**src/rtl/dac_serializer.sv**
```systemverilog
// dac_serializer: buffers stereo samples in a small FIFO and shifts them out
// left-justified, MSB first, on AUD_DACDAT, framed by the codec's AUD_BCLK
// and AUD_DACLRCK. All state lives in the CLOCK_50 domain.
module dac_serializer #(
    parameter int WIDTH = 24,
    parameter int DEPTH = 4
) (
    input  logic                   CLOCK_50,
    input  logic                   reset,
    input  logic                   write,
    input  logic [WIDTH-1:0]       writedata_left,
    input  logic [WIDTH-1:0]       writedata_right,
    output logic                   write_ready,
    input  logic                   AUD_BCLK,
    input  logic                   AUD_DACLRCK,
    output logic                   AUD_DACDAT,
    output logic [$clog2(DEPTH):0] fifo_count,
    output logic                   underflow,
    output logic                   underflow_seen
);

    localparam int PTR_W = $clog2(DEPTH);
    localparam int CNT_W = $clog2(WIDTH + 1);
    localparam logic [PTR_W:0] FULL_COUNT = (PTR_W + 1)'(DEPTH);
    localparam logic [CNT_W-1:0] LAST_BIT = CNT_W'(WIDTH);
    localparam logic [CNT_W-1:0] FIRST_BIT = CNT_W'(1);

    typedef enum logic [1:0] {
        IDLE  = 2'd0,
        LEFT  = 2'd1,
        RIGHT = 2'd2
    } state_t;

    // ------------------------------------------------------------------
    // Codec clock synchronizers and edge strobes
    // ------------------------------------------------------------------
    logic bclk_meta, bclk_sync, bclk_hist;
    logic lrck_meta, lrck_sync, lrck_hist;
    logic bclk_fall, lrck_rise, lrck_fall;

    // Two-flop synchronizers plus a history flop for each codec clock.
    // These are deliberately not reset: clearing them while a pin sits high
    // would fake a rising edge on release and start a frame mid-way.
    // NOTE: every sequential block uses non-blocking (<=) assignments so all
    // flops sample the pre-edge values, exactly as the hardware does.
    always_ff @(posedge CLOCK_50) begin
        bclk_meta <= AUD_BCLK;
        bclk_sync <= bclk_meta;
        bclk_hist <= bclk_sync;
        lrck_meta <= AUD_DACLRCK;
        lrck_sync <= lrck_meta;
        lrck_hist <= lrck_sync;
    end

    // Registered one-cycle edge strobes, three clocks after the pin edge.
    always_ff @(posedge CLOCK_50) begin
        if (reset) begin
            bclk_fall <= 1'b0;
            lrck_rise <= 1'b0;
            lrck_fall <= 1'b0;
        end else begin
            bclk_fall <= bclk_hist & ~bclk_sync;
            lrck_rise <= ~lrck_hist & lrck_sync;
            lrck_fall <= lrck_hist & ~lrck_sync;
        end
    end

    // ------------------------------------------------------------------
    // Sample FIFO of {left, right} pairs
    // ------------------------------------------------------------------
    logic [2*WIDTH-1:0] mem [DEPTH];
    logic [PTR_W-1:0]   wr_ptr, rd_ptr;
    logic               fifo_empty;
    logic               push, pop, pop_req;
    logic [WIDTH-1:0]   head_left, head_right;

    assign write_ready = (fifo_count != FULL_COUNT);
    assign fifo_empty  = (fifo_count == '0);
    // Acceptance uses the pre-pop count, so a full FIFO refuses a write even
    // in the cycle a frame start frees a slot.
    assign push        = write && write_ready;
    // A frame start on an empty FIFO pops nothing; a same-cycle push is kept.
    assign pop         = pop_req && !fifo_empty;
    assign {head_left, head_right} = mem[rd_ptr];

    // Sample storage: written on every accepted push.
    // NOTE: the storage array has no reset; fifo_count alone says which
    // entries are valid, so clearing the data would only cost logic.
    always_ff @(posedge CLOCK_50) begin
        if (push) begin
            mem[wr_ptr] <= {writedata_left, writedata_right};
        end
    end

    // Pointers wrap naturally because DEPTH is a power of two.
    always_ff @(posedge CLOCK_50) begin
        if (reset) begin
            wr_ptr     <= '0;
            rd_ptr     <= '0;
            fifo_count <= '0;
        end else begin
            if (push) begin
                wr_ptr <= wr_ptr + 1'b1;
            end
            if (pop) begin
                rd_ptr <= rd_ptr + 1'b1;
            end
            case ({push, pop})
                2'b10:   fifo_count <= fifo_count + 1'b1;
                2'b01:   fifo_count <= fifo_count - 1'b1;
                default: fifo_count <= fifo_count;
            endcase
        end
    end

    // ------------------------------------------------------------------
    // Frame FSM
    // ------------------------------------------------------------------
    state_t state, state_next;
    logic   load_left, load_right, shift_en;

    // State register.
    always_ff @(posedge CLOCK_50) begin
        if (reset) begin
            state <= IDLE;
        end else begin
            state <= state_next;
        end
    end

    // Next state and per-cycle actions. LRCK edges take priority over a
    // coincident BCLK fall, which is then simply dropped.
    // NOTE: every output of this block gets a default first so no path
    // leaves one unassigned, which would infer a latch.
    always_comb begin
        state_next = state;
        load_left  = 1'b0;
        load_right = 1'b0;
        shift_en   = 1'b0;
        case (state)
            IDLE: begin
                if (lrck_rise) begin
                    state_next = LEFT;
                    load_left  = 1'b1;
                end
            end
            LEFT, RIGHT: begin
                if (lrck_rise) begin
                    state_next = LEFT;
                    load_left  = 1'b1;
                end else if (lrck_fall) begin
                    state_next = RIGHT;
                    load_right = 1'b1;
                end else if (bclk_fall) begin
                    shift_en = 1'b1;
                end
            end
            default: state_next = IDLE;
        endcase
    end

    assign pop_req = load_left;

    // ------------------------------------------------------------------
    // Shift register, bit counter and serial output
    // ------------------------------------------------------------------
    logic [WIDTH-1:0] sr;
    logic [WIDTH-1:0] hold_r;
    logic [CNT_W-1:0] bit_cnt;

    // Load on channel start, shift on BCLK falls, pad with zeros once all
    // WIDTH bits of the channel have been presented.
    always_ff @(posedge CLOCK_50) begin
        if (reset) begin
            sr             <= '0;
            hold_r         <= '0;
            bit_cnt        <= '0;
            AUD_DACDAT     <= 1'b0;
            underflow      <= 1'b0;
            underflow_seen <= 1'b0;
        end else begin
            underflow <= 1'b0;
            if (load_left) begin
                bit_cnt <= FIRST_BIT;
                if (fifo_empty) begin
                    sr             <= '0;
                    hold_r         <= '0;
                    AUD_DACDAT     <= 1'b0;
                    underflow      <= 1'b1;
                    underflow_seen <= 1'b1;
                end else begin
                    sr         <= head_left;
                    hold_r     <= head_right;
                    AUD_DACDAT <= head_left[WIDTH-1];
                end
            end else if (load_right) begin
                bit_cnt    <= FIRST_BIT;
                sr         <= hold_r;
                AUD_DACDAT <= hold_r[WIDTH-1];
            end else if (shift_en) begin
                if (bit_cnt < LAST_BIT) begin
                    sr         <= {sr[WIDTH-2:0], 1'b0};
                    AUD_DACDAT <= sr[WIDTH-2];
                    bit_cnt    <= bit_cnt + 1'b1;
                end else begin
                    AUD_DACDAT <= 1'b0;
                end
            end
        end
    end

endmodule

```
**config.mk**
```make
export PLATFORM = sky130hd
export DESIGN_NAME = dac_serializer
export DESIGN_NICKNAME = d
export VERILOG_FILES = /design/src/rtl/dac_serializer.sv
export SDC_FILE = /design/constraint.sdc
export NUM_CORES = 1
export LEC_CHECK = 0
export BUFFER_PORTS_ARGS = -buffer_cell sky130_fd_sc_hd__buf_2
export CAP_MARGIN = 30
export CORE_MARGIN = 8
export CORE_UTILIZATION = 35
export DETAILED_ROUTE_END_ITERATION = 8
export PLACE_DENSITY = 0.59
export SLEW_MARGIN = 20
export SYNTH_ARGS = -nofsm -noshare
export SYNTH_HDL_FRONTEND = slang
export SYNTH_SLANG_ARGS = --single-unit
```
**constraint.sdc**
```tcl
create_clock -name CLOCK_50 -period 2.45 [get_ports CLOCK_50]
set_input_delay 0.49 -clock CLOCK_50 [delete_from_list [all_inputs] [get_ports CLOCK_50]]
set_output_delay 0.49 -clock CLOCK_50 [all_outputs]
set_load 0.1 [all_outputs]
```
==> results.sh <==
export IMPL_cp_top_family="simple AND/OR/NAND/NOR gates"
export IMPL_seqPwrFrac_pct=52.7
export IMPL_cp_cell_sequence="inv_1 > ha_1 > nor2b_4 > nand3_4 > and3_4 > a221oi_1"
export IMPL_io_buffers=59
export IMPL_synth_common_cells="edfxtp_1, dfxtp_1, mux4_2"
export IMPL_fin_skew_ns=0.0182
export IMPL_syn_nets=642
export IMPL_vdd_drop_max_v=0.000585
export IMPL_rsz0062_at_grt="false"
export IMPL_pin_count=60
export IMPL_ys_warn_count=0
export IMPL_nNetsFinal=705
export IMPL_yosys_register_bits=267
export IMPL_synth_flop_cell="edfxtp_1"
export IMPL_ff2ff_path_depth=6
export IMPL_met2_wirelength_mm=10.0
export IMPL_numClockSinks=267
export IMPL_htree_num_levels=1
export IMPL_met3_length_microns=798
export IMPL_hold_path_class="in -> reg"
export IMPL_rows=62
export IMPL_syn_cell_area_sq_um=10100
export IMPL_crit_type="reg -> reg"
export IMPL_avgViaCountPerCell=5.02
export IMPL_grt_max_degree=54
export IMPL_yosysMostFrequentCell="edfxtp_1"
export IMPL_ys_seq_area_share_pct=71.7
export IMPL_cp_slowest_cell="and3_4"
export IMPL_p_per_area_nw_per_um2=831
export IMPL_antenna_found_initial=1
export IMPL_die_width_microns=186
export IMPL_areaGrowthSynthToFinish_pct=16.3
export IMPL_crit_fanout=25
export IMPL_final_setup_viol_count=0
export IMPL_track_usage_pct=11.5
export IMPL_async_flop_share_pct=0
export IMPL_p_switching_mw=2.11
export IMPL_outcome="complete, no violations"
export IMPL_place_inst=998
export IMPL_post_route_drc_count=0
export IMPL_cp_start_kind="flop"
export IMPL_cts_resized=0
export IMPL_instances_no_fill=1048
export IMPL_ys_types=46
export IMPL_path_depth=6
export IMPL_fmax_mhz=459
export IMPL_met1_length_mm=8.32
export IMPL_clock_latency_ns=0.53
export IMPL_p_sw_share_pct=21.5
export IMPL_synthCells=580
export IMPL_pwr_share_comb_pct=6.9
export IMPL_fp_dieH_microns=186
export IMPL_cap_violations=0
export IMPL_start_util_pct=35.4
export IMPL_clock_root_buffer="clkbuf_16"
export IMPL_dieArea_sq_um=34600
export IMPL_overflow=0
export IMPL_vias=5264
export IMPL_clk_path_buf_depth=3
export IMPL_cts_tree="done"
export IMPL_drt_total_wl_mm=19.5
export IMPL_clk_pin_slew_ns=0.06
export IMPL_cp_slowest_stage_delay_ns=0.42
export IMPL_crit_buf_inv=1
export IMPL_gp_congestion=0.758
export IMPL_clkPwrFrac_pct=40.3
export IMPL_synth_area_per_cell_sq_um=17.5
export IMPL_power_mw=9.79
export IMPL_endpoint_kind="flop"
export IMPL_drt_initial_drc_count=342
export IMPL_grt_pass1_vias=5582
export IMPL_crit_required_ns=2.87
export IMPL_timing_final_crit_share_pct=89.0
export IMPL_tightestPinTransition_ns=0.787
export IMPL_routedWlPerCell_microns=18.6
export IMPL_diodes=0
export IMPL_dp_hpwl_mm=12.0
export IMPL_period_minus_slack_ns=2.18
export IMPL_cts_hold_buf=0
export IMPL_hold_depth=1
export IMPL_grt_pass1_wl_mm=31.2
export IMPL_cts_made_buffers=27
export IMPL_drive_above_1_share_pct=30.1
export IMPL_power_leakage_nw=3.84
export IMPL_drv_slew=0
export IMPL_synth_edf_count=192
export IMPL_relSlewSlack_pct=47.5
export IMPL_critical_path_arrival_ns=2.60
export IMPL_final_antenna_net_count=0
export IMPL_yosys_area_top_type_share_pct=56.9
export IMPL_yosysTopAreaCell="edfxtp_1"
export IMPL_hold_viol=0
export IMPL_synth_area_leaders="edfxtp_1, dfxtp_1, mux4_2"
export IMPL_post_cts_buffers=0
export IMPL_first_pass_iters=4
export IMPL_core_sq_um=28600
export IMPL_internal_power_mw=7.68
export IMPL_dr_max_layer_used="met5"
==> area by class of cell <==
cell class                 instances  area, sq um
clock buffer                      39          785
fill                            2552        16800
timing repair buffer              70          453
tap                              384          480
sequential                       267         7280
multi-input combinational        244         2570
inverter                          33          126
clock inverter                    11         80.1
==> cells by family (layout without fill, tap and decap cells) <==
logic type / after synthesis / count (layout) / share of synthesized area, %
AOI/OAI and AO/OA: 84 / 84 / 7.88
xor gates and xnor gates: 8 / 8 / 0.692
adders and majority gates: 9 / 9 / 1.19
buffers and inverters: 69 / 153 / 3.19
DFF: 267 / 267 / 71.7
muxes: 49 / 49 / 10.8
and+or+nand+nor: 94 / 94 / 4.52
==> placed cells by master (no fill, tap or decap), drive strengths merged, types with 3 or more instances in the layout <==
master / n
xnor2: 3
a22oi: 24
edfxtp: 192
nand2: 31
dfxtp: 75
xor2: 5
mux4: 48
o221ai: 22
a221oi: 23
clkbuf: 39
a21oi: 7
ha: 8
nor2: 36
buf: 70
inv: 34
and3: 7
nor2b: 3
nor3b: 3
clkinv: 9
==> routing by layer <==
layer,vias up,GRT usage [%]
li1,2417,-
met1,2690,14.4
met2,122,20.2
met3,33,2.26
met4,2,2.60
met5,-,0
==> sequential cells by signal, indices dropped and copies added (netlist names), 2 cells and up, named ones only <==
name / cells
mem: 192
hold_r: 24
sr: 23
bit_cnt: 5
fifo_count: 3
rd_ptr: 2
state: 2
wr_ptr: 2
==> power by group through the flow <==
stage | logic (mW) | clock network [mW] | registers [mW]
floorplan | 0.429 | 0 | 5.29
global placement | 0.681 | 0 | 5.25
detailed placement | 0.696 | 0 | 5.26
CTS | 0.699 | 4.06 | 5.17
global route | 0.747 | 4.22 | 5.18
finish | 0.679 | 3.95 | 5.16
==> final timing paths <==
kind | to | slack [ns] | startpoint
max | sr[0]$_SDFFE_PP0P_ | 0.27 | state[1]$_SDFFE_PP0P_
min | bclk_meta$_DFF_P_ | 0.08 | AUD_BCLK
max reg2reg | sr[0]$_SDFFE_PP0P_ | 0.27 | state[1]$_SDFFE_PP0P_
min reg2reg | lrck_sync$_DFF_P_ | 0.33 | lrck_meta$_DFF_P_
==> metrics by stage <==
step	hold WS, ns	TNS (ns)	utilization, %	area (sq um)	setup WS (ns)
global route	0.0501	0	41.1	11800	0.0769
global placement	0.321	0	38.1	10900	0.374
detailed placement	0.312	0	38.1	10900	0.283
CTS	0.0535	0	41.1	11800	0.274
finish	0.0789	0	41.1	11800	0.270
floorplan	0.310	-0.0459	-	10200	-0.0459
Power figures use the tool's default switching activity.
